--- src/rtl/bh_pkg.sv ---
// Shared types and defaults for the black-hole renderer: palette and shade enums,
// colour-level helpers and the default radius constants.
package bh_pkg;

  localparam int CX_DEF          = 320;
  localparam int CY_DEF          = 240;
  localparam int COLOR_BITS_DEF  = 2;
  localparam int SHADOW_R2_DEF   = 7225;
  localparam int BELT_IN_R2_DEF  = 10000;
  localparam int BELT_OUT_R2_DEF = 85000;
  localparam int HALO_IN_R2_DEF  = 5000;
  localparam int HALO_OUT_R2_DEF = 22000;
  localparam int FLAT_SHIFT_DEF  = 4;
  localparam int DRIFT_MAX_DEF   = 8;

  typedef enum logic [1:0] {PAL_RED_YELLOW, PAL_BLUE_CYAN, PAL_GREEN_WHITE, PAL_GREY} palette_e;
  typedef enum logic [1:0] {BASE, ACCENT, DIM} shade_e;
  typedef enum logic [1:0] {LV_OFF, LV_DIM, LV_MID, LV_FULL} level_e;

  typedef struct packed {
    level_e r;
    level_e g;
    level_e b;
  } rgb_lvl_t;

  // FULL = all ones, MID = MSB only, DIM = LSB only, at the given channel width.
  function automatic int unsigned level_val(level_e lv, int unsigned bits);
    case (lv)
      LV_FULL: return (32'd1 << bits) - 32'd1;
      LV_MID:  return 32'd1 << (bits - 1);
      LV_DIM:  return 32'd1;
      default: return 32'd0;
    endcase
  endfunction

  function automatic rgb_lvl_t pal_lookup(palette_e pal, shade_e sh);
    case (pal)
      PAL_RED_YELLOW:
        case (sh)
          ACCENT:  return '{LV_FULL, LV_MID, LV_OFF};
          DIM:     return '{LV_DIM, LV_OFF, LV_OFF};
          default: return '{LV_FULL, LV_OFF, LV_OFF};
        endcase
      PAL_BLUE_CYAN:
        case (sh)
          ACCENT:  return '{LV_OFF, LV_FULL, LV_FULL};
          DIM:     return '{LV_OFF, LV_OFF, LV_DIM};
          default: return '{LV_OFF, LV_OFF, LV_FULL};
        endcase
      PAL_GREEN_WHITE:
        case (sh)
          ACCENT:  return '{LV_FULL, LV_FULL, LV_FULL};
          DIM:     return '{LV_OFF, LV_DIM, LV_OFF};
          default: return '{LV_OFF, LV_FULL, LV_OFF};
        endcase
      default:
        case (sh)
          ACCENT:  return '{LV_FULL, LV_FULL, LV_FULL};
          DIM:     return '{LV_DIM, LV_DIM, LV_DIM};
          default: return '{LV_MID, LV_MID, LV_MID};
        endcase
    endcase
  endfunction

endpackage

--- src/rtl/bh_render_pipe_if.sv ---
// Video bus between the timing generator, the renderer and the PMOD output mux.
interface bh_render_pipe_if #(
  parameter int COLOR_BITS = 2
);
  logic                  de_in;
  logic                  hsync_in;
  logic                  vsync_in;
  logic [9:0]            x_in;
  logic [9:0]            y_in;
  logic                  de_out;
  logic                  hsync_out;
  logic                  vsync_out;
  logic [COLOR_BITS-1:0] r_out;
  logic [COLOR_BITS-1:0] g_out;
  logic [COLOR_BITS-1:0] b_out;

  modport master (
    output de_in, hsync_in, vsync_in, x_in, y_in,
    input  de_out, hsync_out, vsync_out, r_out, g_out, b_out
  );

  modport slave (
    input  de_in, hsync_in, vsync_in, x_in, y_in,
    output de_out, hsync_out, vsync_out, r_out, g_out, b_out
  );
endinterface

--- src/rtl/bh_anim_ctrl.sv ---
// Per-frame animation state: frame tick on vsync rise, frame counter, texture phase
// and the horizontal centre drift that bounces between +/-DRIFT_MAX.
module bh_anim_ctrl
  import bh_pkg::*;
#(
  parameter int DRIFT_MAX = DRIFT_MAX_DEF
) (
  input  logic              clk,
  input  logic              rst_n,
  input  logic              vsync_in,
  input  logic              pause,
  input  logic              reverse,
  input  logic [2:0]        speed,
  input  logic              drift_en,
  output logic [15:0]       frame_cnt,
  output logic [7:0]        phase,
  output logic signed [8:0] x_off
);

  localparam logic signed [8:0] DMAX = 9'(DRIFT_MAX);

  logic              vsync_q;
  logic              drift_up;
  logic              tick;
  logic signed [8:0] off_nxt;

  assign tick    = vsync_in & ~vsync_q;
  assign off_nxt = drift_up ? x_off + 9'sd1 : x_off - 9'sd1;

  // NOTE: state registers use non-blocking assignments so every flop samples pre-edge values.
  always_ff @(posedge clk) begin
    if (!rst_n) begin
      vsync_q   <= 1'b1;
      frame_cnt <= '0;
      phase     <= '0;
      x_off     <= '0;
      drift_up  <= 1'b1;
    end else begin
      vsync_q <= vsync_in;
      if (tick) begin
        frame_cnt <= frame_cnt + 16'd1;
        if (!pause)
          phase <= reverse ? phase - {5'd0, speed} : phase + {5'd0, speed};
        if (!drift_en) begin
          x_off    <= '0;
          drift_up <= 1'b1;
        end else begin
          x_off <= off_nxt;
          if (off_nxt == DMAX)
            drift_up <= 1'b0;
          else if (off_nxt == -DMAX)
            drift_up <= 1'b1;
        end
      end
    end
  end

endmodule

--- src/rtl/bh_render_pipe.sv ---
// Three-stage black-hole renderer: centre offsets, squares, then radius metrics,
// region priority, texture and palette, with syncs delay-matched to the colour.
module bh_render_pipe
  import bh_pkg::*;
#(
  parameter int CX          = CX_DEF,
  parameter int CY          = CY_DEF,
  parameter int COLOR_BITS  = COLOR_BITS_DEF,
  parameter int SHADOW_R2   = SHADOW_R2_DEF,
  parameter int BELT_IN_R2  = BELT_IN_R2_DEF,
  parameter int BELT_OUT_R2 = BELT_OUT_R2_DEF,
  parameter int HALO_IN_R2  = HALO_IN_R2_DEF,
  parameter int HALO_OUT_R2 = HALO_OUT_R2_DEF,
  parameter int FLAT_SHIFT  = FLAT_SHIFT_DEF,
  parameter int DRIFT_MAX   = DRIFT_MAX_DEF
) (
  input  logic             clk,
  input  logic             rst_n,
  bh_render_pipe_if.slave  vid,
  input  logic             pause,
  input  logic             reverse,
  input  logic [2:0]       speed,
  input  logic             drift_en,
  input  logic [1:0]       palette,
  output logic [15:0]      frame_cnt,
  output logic [7:0]       phase
);

  localparam logic signed [10:0] CX_S = 11'(CX);
  localparam logic signed [10:0] CY_S = 11'(CY);

  logic signed [8:0]  x_off;
  logic signed [10:0] cx;

  bh_anim_ctrl #(.DRIFT_MAX(DRIFT_MAX)) u_anim (
    .clk      (clk),
    .rst_n    (rst_n),
    .vsync_in (vid.vsync_in),
    .pause    (pause),
    .reverse  (reverse),
    .speed    (speed),
    .drift_en (drift_en),
    .frame_cnt(frame_cnt),
    .phase    (phase),
    .x_off    (x_off)
  );

  assign cx = CX_S + {{2{x_off[8]}}, x_off};

  logic               de_s1, hs_s1, vs_s1, de_s2, hs_s2, vs_s2;
  logic signed [10:0] dx_s1, dy_s1;
  logic signed [21:0] dx_w, dy_w;
  logic [21:0]        dx2_s2, dy2_s2;
  logic               front_s2;

  assign dx_w = {{11{dx_s1[10]}}, dx_s1};
  assign dy_w = {{11{dy_s1[10]}}, dy_s1};

  // NOTE: datapath registers carry no reset; de travels beside them and masks their contents at the output.
  always_ff @(posedge clk) begin
    dx_s1    <= $signed({1'b0, vid.x_in}) - cx;
    dy_s1    <= $signed({1'b0, vid.y_in}) - CY_S;
    dx2_s2   <= $unsigned(dx_w * dx_w);
    dy2_s2   <= $unsigned(dy_w * dy_w);
    front_s2 <= dy_s1 > 11'sd4;
  end

  logic [21:0] r2c, r2f;
  logic        shadow, belt, halo, lit;
  logic [7:0]  bt, ht, tex;
  shade_e      shade;
  rgb_lvl_t    lvl;

  assign r2c    = dx2_s2 + dy2_s2;
  assign r2f    = dx2_s2 + (dy2_s2 << FLAT_SHIFT);
  assign shadow = r2c < 22'(SHADOW_R2);
  assign belt   = (r2f >= 22'(BELT_IN_R2)) && (r2f <= 22'(BELT_OUT_R2));
  assign halo   = (r2c >= 22'(HALO_IN_R2)) && (r2c <= 22'(HALO_OUT_R2));
  assign bt     = r2f[15:8] - phase;
  assign ht     = r2c[13:6] - phase;

  // Front belt occludes the shadow; the back belt is hidden behind it.
  // NOTE: every signal written here gets a default first so no latch is inferred.
  always_comb begin
    lit = 1'b1;
    tex = '0;
    if (belt && front_s2)
      tex = bt;
    else if (shadow)
      lit = 1'b0;
    else if (belt)
      tex = bt;
    else if (halo)
      tex = ht;
    else
      lit = 1'b0;
  end

  assign shade = tex[4] ? DIM : (tex[2] ? ACCENT : BASE);
  assign lvl   = pal_lookup(palette_e'(palette), shade);

  always_ff @(posedge clk) begin
    if (!rst_n) begin
      de_s1         <= 1'b0;
      hs_s1         <= 1'b1;
      vs_s1         <= 1'b1;
      de_s2         <= 1'b0;
      hs_s2         <= 1'b1;
      vs_s2         <= 1'b1;
      vid.de_out    <= 1'b0;
      vid.hsync_out <= 1'b1;
      vid.vsync_out <= 1'b1;
      vid.r_out     <= '0;
      vid.g_out     <= '0;
      vid.b_out     <= '0;
    end else begin
      de_s1         <= vid.de_in;
      hs_s1         <= vid.hsync_in;
      vs_s1         <= vid.vsync_in;
      de_s2         <= de_s1;
      hs_s2         <= hs_s1;
      vs_s2         <= vs_s1;
      vid.de_out    <= de_s2;
      vid.hsync_out <= hs_s2;
      vid.vsync_out <= vs_s2;
      vid.r_out     <= (de_s2 && lit) ? COLOR_BITS'(level_val(lvl.r, COLOR_BITS)) : '0;
      vid.g_out     <= (de_s2 && lit) ? COLOR_BITS'(level_val(lvl.g, COLOR_BITS)) : '0;
      vid.b_out     <= (de_s2 && lit) ? COLOR_BITS'(level_val(lvl.b, COLOR_BITS)) : '0;
    end
  end

endmodule

--- src/flat_wrapper.sv ---
// flat-port wrapper written by rule: the top's interface ports become plain ports
module bh_render_pipe_flat import bh_pkg::*;
#(
  parameter int CX          = CX_DEF,
  parameter int CY          = CY_DEF,
  parameter int COLOR_BITS  = COLOR_BITS_DEF,
  parameter int SHADOW_R2   = SHADOW_R2_DEF,
  parameter int BELT_IN_R2  = BELT_IN_R2_DEF,
  parameter int BELT_OUT_R2 = BELT_OUT_R2_DEF,
  parameter int HALO_IN_R2  = HALO_IN_R2_DEF,
  parameter int HALO_OUT_R2 = HALO_OUT_R2_DEF,
  parameter int FLAT_SHIFT  = FLAT_SHIFT_DEF,
  parameter int DRIFT_MAX   = DRIFT_MAX_DEF
)
  (clk, rst_n, pause, reverse, speed, drift_en, palette, frame_cnt, phase, vid_de_in, vid_hsync_in, vid_vsync_in, vid_x_in, vid_y_in, vid_de_out, vid_hsync_out, vid_vsync_out, vid_r_out, vid_g_out, vid_b_out);
  bh_render_pipe_if #(.COLOR_BITS(COLOR_BITS)) vid_i ();
  input  logic clk;
  input  logic rst_n;
  input  logic pause;
  input  logic reverse;
  input  logic [2:0] speed;
  input  logic drift_en;
  input  logic [1:0] palette;
  output logic [15:0] frame_cnt;
  output logic [7:0] phase;
  input wire logic [$bits(vid_i.de_in)-1:0] vid_de_in;
  input wire logic [$bits(vid_i.hsync_in)-1:0] vid_hsync_in;
  input wire logic [$bits(vid_i.vsync_in)-1:0] vid_vsync_in;
  input wire logic [$bits(vid_i.x_in)-1:0] vid_x_in;
  input wire logic [$bits(vid_i.y_in)-1:0] vid_y_in;
  output wire logic [$bits(vid_i.de_out)-1:0] vid_de_out;
  output wire logic [$bits(vid_i.hsync_out)-1:0] vid_hsync_out;
  output wire logic [$bits(vid_i.vsync_out)-1:0] vid_vsync_out;
  output wire logic [$bits(vid_i.r_out)-1:0] vid_r_out;
  output wire logic [$bits(vid_i.g_out)-1:0] vid_g_out;
  output wire logic [$bits(vid_i.b_out)-1:0] vid_b_out;
  assign vid_i.de_in = vid_de_in;
  assign vid_i.hsync_in = vid_hsync_in;
  assign vid_i.vsync_in = vid_vsync_in;
  assign vid_i.x_in = vid_x_in;
  assign vid_i.y_in = vid_y_in;
  assign vid_de_out = vid_i.de_out;
  assign vid_hsync_out = vid_i.hsync_out;
  assign vid_vsync_out = vid_i.vsync_out;
  assign vid_r_out = vid_i.r_out;
  assign vid_g_out = vid_i.g_out;
  assign vid_b_out = vid_i.b_out;
  bh_render_pipe #(.CX(CX), .CY(CY), .COLOR_BITS(COLOR_BITS), .SHADOW_R2(SHADOW_R2), .BELT_IN_R2(BELT_IN_R2), .BELT_OUT_R2(BELT_OUT_R2), .HALO_IN_R2(HALO_IN_R2), .HALO_OUT_R2(HALO_OUT_R2), .FLAT_SHIFT(FLAT_SHIFT), .DRIFT_MAX(DRIFT_MAX)) u_core (.clk(clk), .rst_n(rst_n), .vid(vid_i), .pause(pause), .reverse(reverse), .speed(speed), .drift_en(drift_en), .palette(palette), .frame_cnt(frame_cnt), .phase(phase));
endmodule
--- config.mk ---
export PLATFORM = sky130hd
export DESIGN_NAME = bh_render_pipe_flat
export DESIGN_NICKNAME = d
export VERILOG_FILES = /design/src/rtl/bh_pkg.sv /design/src/rtl/bh_render_pipe_if.sv /design/src/rtl/bh_anim_ctrl.sv /design/src/rtl/bh_render_pipe.sv /design/src/flat_wrapper.sv
export SDC_FILE = /design/constraint.sdc
export NUM_CORES = 1
export LEC_CHECK = 0
export CAP_MARGIN = 20
export CORE_MARGIN = 3
export CORE_UTILIZATION = 65
export CTS_CLUSTER_DIAMETER = 100
export DETAILED_ROUTE_END_ITERATION = 7
export HOLD_SLACK_MARGIN = 0.1
export PLACE_DENSITY = 0.9
export SKIP_LAST_GASP = 1
export SLEW_MARGIN = 40
export SYNTH_ARGS = -nofsm -noshare
export SYNTH_HDL_FRONTEND = slang
export SYNTH_SLANG_ARGS = --single-unit
--- constraint.sdc ---
create_clock -name clk -period 9.3 [get_ports clk]
set_input_delay 1.86 -clock clk [delete_from_list [all_inputs] [get_ports clk]]
set_output_delay 1.86 -clock clk [all_outputs]
set_load 0.05 [all_outputs]
==> results.ini <==
[min_path]
worstHoldPathCells=1
hold_path_class=register to register
hp-start=u_core.hs_s1
min_to=u_core.hs_s2

[cells_and_area]
layout.nets=2052
diodes=0
drive_gt1_share_pct=3.03
areaGrowthSynthToFinish_pct=9.90

[worst_setup_path]
r2r_slack_ns=3.32
path_common_cell=fa_1
crit_slowest_cell=dfxtp_1
worst_ep_arrival_time_ns=6.29
r2r-end=u_core.dy2_s2[20]
setup.worst_path.end_class=register
crit_chain=and2_1 > fa_1 > fa_1 > ha_1 > inv_1 > fa_1 > inv_1 > fa_1 > ha_1 > a21boi_0 > o21ai_0 > a21boi_0 > o21ai_0 > a21oi_1 > o21ai_0 > a211o_1 > nand2_1 > a311o_1
critical_path.max_stage_delay_ns=0.62
cp.required_ns=9.61
path_class=register to register
rr_worst_depth=18
worstPathMaxFanout=14
cp-start-kind=register
r2r_start=u_core.dy_s1[2]

[timing]
post-route-min-period_ns=5.98
whs_ns=0.407
finalHoldViolCount=0
fin_crit_sh_pct=64.3
slew_headroom_pct=45.2
finClkSkew_ns=0.00977
rsz0062_at_grt=false
fin_setup_tns_ns=0
fmax_ghz=0.167
worst_pin_slew_ns=0.819
setup_violations=0
finalMaxSlewViolations=0

[placement]
port_buffers=65
gp_congestion=0.934
dp_hpwl_mm=25.1

[outcome]
status=finished, final reports clean

[floorplan]
dieWidth_um=157
start_util_pct=66.9
die_y_um=157
fp.dieArea_mm2=0.0245
num_rows=54
ios=66
coreArea_mm2=0.0220

[logic_synthesis]
synthCells=1589
yosysSeqAreaShare_pct=15.5
syn_nets=2003
yosysMostFrequentCell=inv_1
ys_top_cells_by_area=fa_1 29%, dfxtp_1 15%, ha_1 14%, inv_1 7.6%, xnor2_1 4.9%
ys_warn_count=0
yosys_most_used_dff=dfxtp_1
synthTopCellsByCount=297 x inv_1, 214 x fa_1, 167 x ha_1, 114 x dfxtp_1, 99 x and2_1
syn_area_mm2=0.0147
async_flop_share_pct=0
post-synth-top-area-cell=fa_1
syn_area_per_cell_um2=9.27
synth_top_area_share_pct=29.1
ys_ff_latch=114
yosysUniqueCellTypes=63
synth_enable_flop_cells=0

[clock_tree]
htree_levels=4
post_cts_buffers=0
cts_resized=0
numCtsBuffers=17
root_buffer=clkbuf_16
cts.clk_slew.worst_paths_ns=0.06
cts_tree=done
clock_path_buffers=2
insertion_delay_ns=0.43
clock-sinks=114
hold_buffers=0

[route]
drt_iter0_markers=775
vias=11329
drt_first_pass_iters=5
viasPerCell=5.87
ant_nets=0
drc=0
routed_wl_mm=32.6
wl_per_cell_um=16.9

[global_routing]
track_usage_pct=28.1
grt_pass1_vias=12217
grt_pass1_wl_mm=55.8
grt.overflow.total=0
grt_max_degree=44
antenna_found_initial=0

[run]
max_cap_viol_count=0

kinds of logic (layout without fill, tap and decap cells):
logic type | Yosys count | in the layout | synth area share (%)
AOI/OAI and AO/OA | 248 | 248 | 11.3
xor gates and xnor gates | 112 | 112 | 6.66
adders and majority gates | 381 | 381 | 43.3
buffers and inverters | 333 | 395 | 8.49
DFF | 114 | 114 | 15.5
muxes | 11 | 11 | 0.764
and+or+nand+nor | 390 | 390 | 14.0
critical path: cells and delay by family, from the launching register on:
family,cells,cell delay (ns)
compound gates,8,2.14
simple gates,2,0.38
flops,1,0.62
fa+ha+maj,6,2.61
buf+inv,2,0.12
worst max path at each step:
| stage | startpoint | endpoint | cells after the start |
|---|---|---|---|
| after CTS | u_core.dy_s1[2] | u_core.dy2_s2[20] | 18 |
| after floorplan | u_core.dx_s1[2] | u_core.dx2_s2[20] | 19 |
| final | u_core.dy_s1[2] | u_core.dy2_s2[20] | 18 |
| after global placement | u_core.dx_s1[2] | u_core.dx2_s2[20] | 18 |
| after global routing | u_core.dy_s1[4] | u_core.dy2_s2[20] | 20 |
| after detailed placement | u_core.dx_s1[10] | u_core.dx2_s2[21] | 16 |
stage by stage:
step | cells | setup WS (ns) | util [%] | instance area (um^2)
floorplan | 1589 | 4.11 | - | 14700
global placement | 1899 | 3.81 | 70.9 | 15600
detailed placement | 1899 | 3.62 | 70.9 | 15600
CTS | 1931 | 3.39 | 73.5 | 16200
global route | 1931 | 2.93 | 73.5 | 16200
finish | 1931 | 3.32 | 73.5 | 16200
routing by layer:
layer	share of wire (%)	vias to the layer above	routed length, um	GRT usage, %
li1	-	5229	-	-
met1	39	5580	12600	34.0
met2	51	402	16600	49.3
met3	6.5	118	2120	6.00
met4	3.8	0	1250	10.5
met5	0	-	0	0
flip-flops by register name, summed over array words and instances (netlist names):
name and flops:
u_core.front_s2 1, u_core.vid.g_out 2, u_core.hs_s2 1, u_core.de_s1 1
u_core.vid.vsync_out 1, u_core.dx2_s2 21, u_core.vid.de_out 1, u_core.vid.r_out 2
u_core.dy_s1 11, u_core.vid.hsync_out 1, u_core.de_s2 1, u_core.vs_s1 1
u_core.dx_s1 11, u_core.u_anim.frame_cnt 16, u_core.dy2_s2 21, u_core.u_anim.phase 8
u_core.hs_s1 1, u_core.vid.b_out 2, u_core.vs_s2 1, u_core.u_anim.drift_up 1
u_core.u_anim.x_off 9
cell type report:
class | count | area (um^2)
clock inverter | 14 | 158
multi-input combinational | 1142 | 11200
timing repair buffer | 66 | 658
clock buffer | 18 | 429
inverter | 297 | 1110
fill | 1427 | 5830
tap | 280 | 350
sequential | 114 | 2280
placed cells by master, fill, tap and decap left out, types with 8 or more instances in the layout:
master           instances
and2_1                  99
nor3_1                  17
nor2b_1                 31
a211oi_1                 9
mux2i_1                  9
inv_1                  297
fa_1                   214
and3_1                  13
nand2_1                 80
a22oi_1                  9
or3_1                    8
clkbuf_16               17
o21ai_0                 48
xnor2_1                 83
nand2b_1                23
a21oi_1                 60
a21o_1                  23
nand3_1                 19
a21boi_0                12
o21a_1                  16
nor2_1                  68
xor2_1                  29
ha_1                   167
o21bai_1                14
clkdlybuf4s50_1         65
dfxtp_1                114
Power is not shown: default switching activity piles up to over one toggle a cycle in this logic, so the estimate is an artifact.
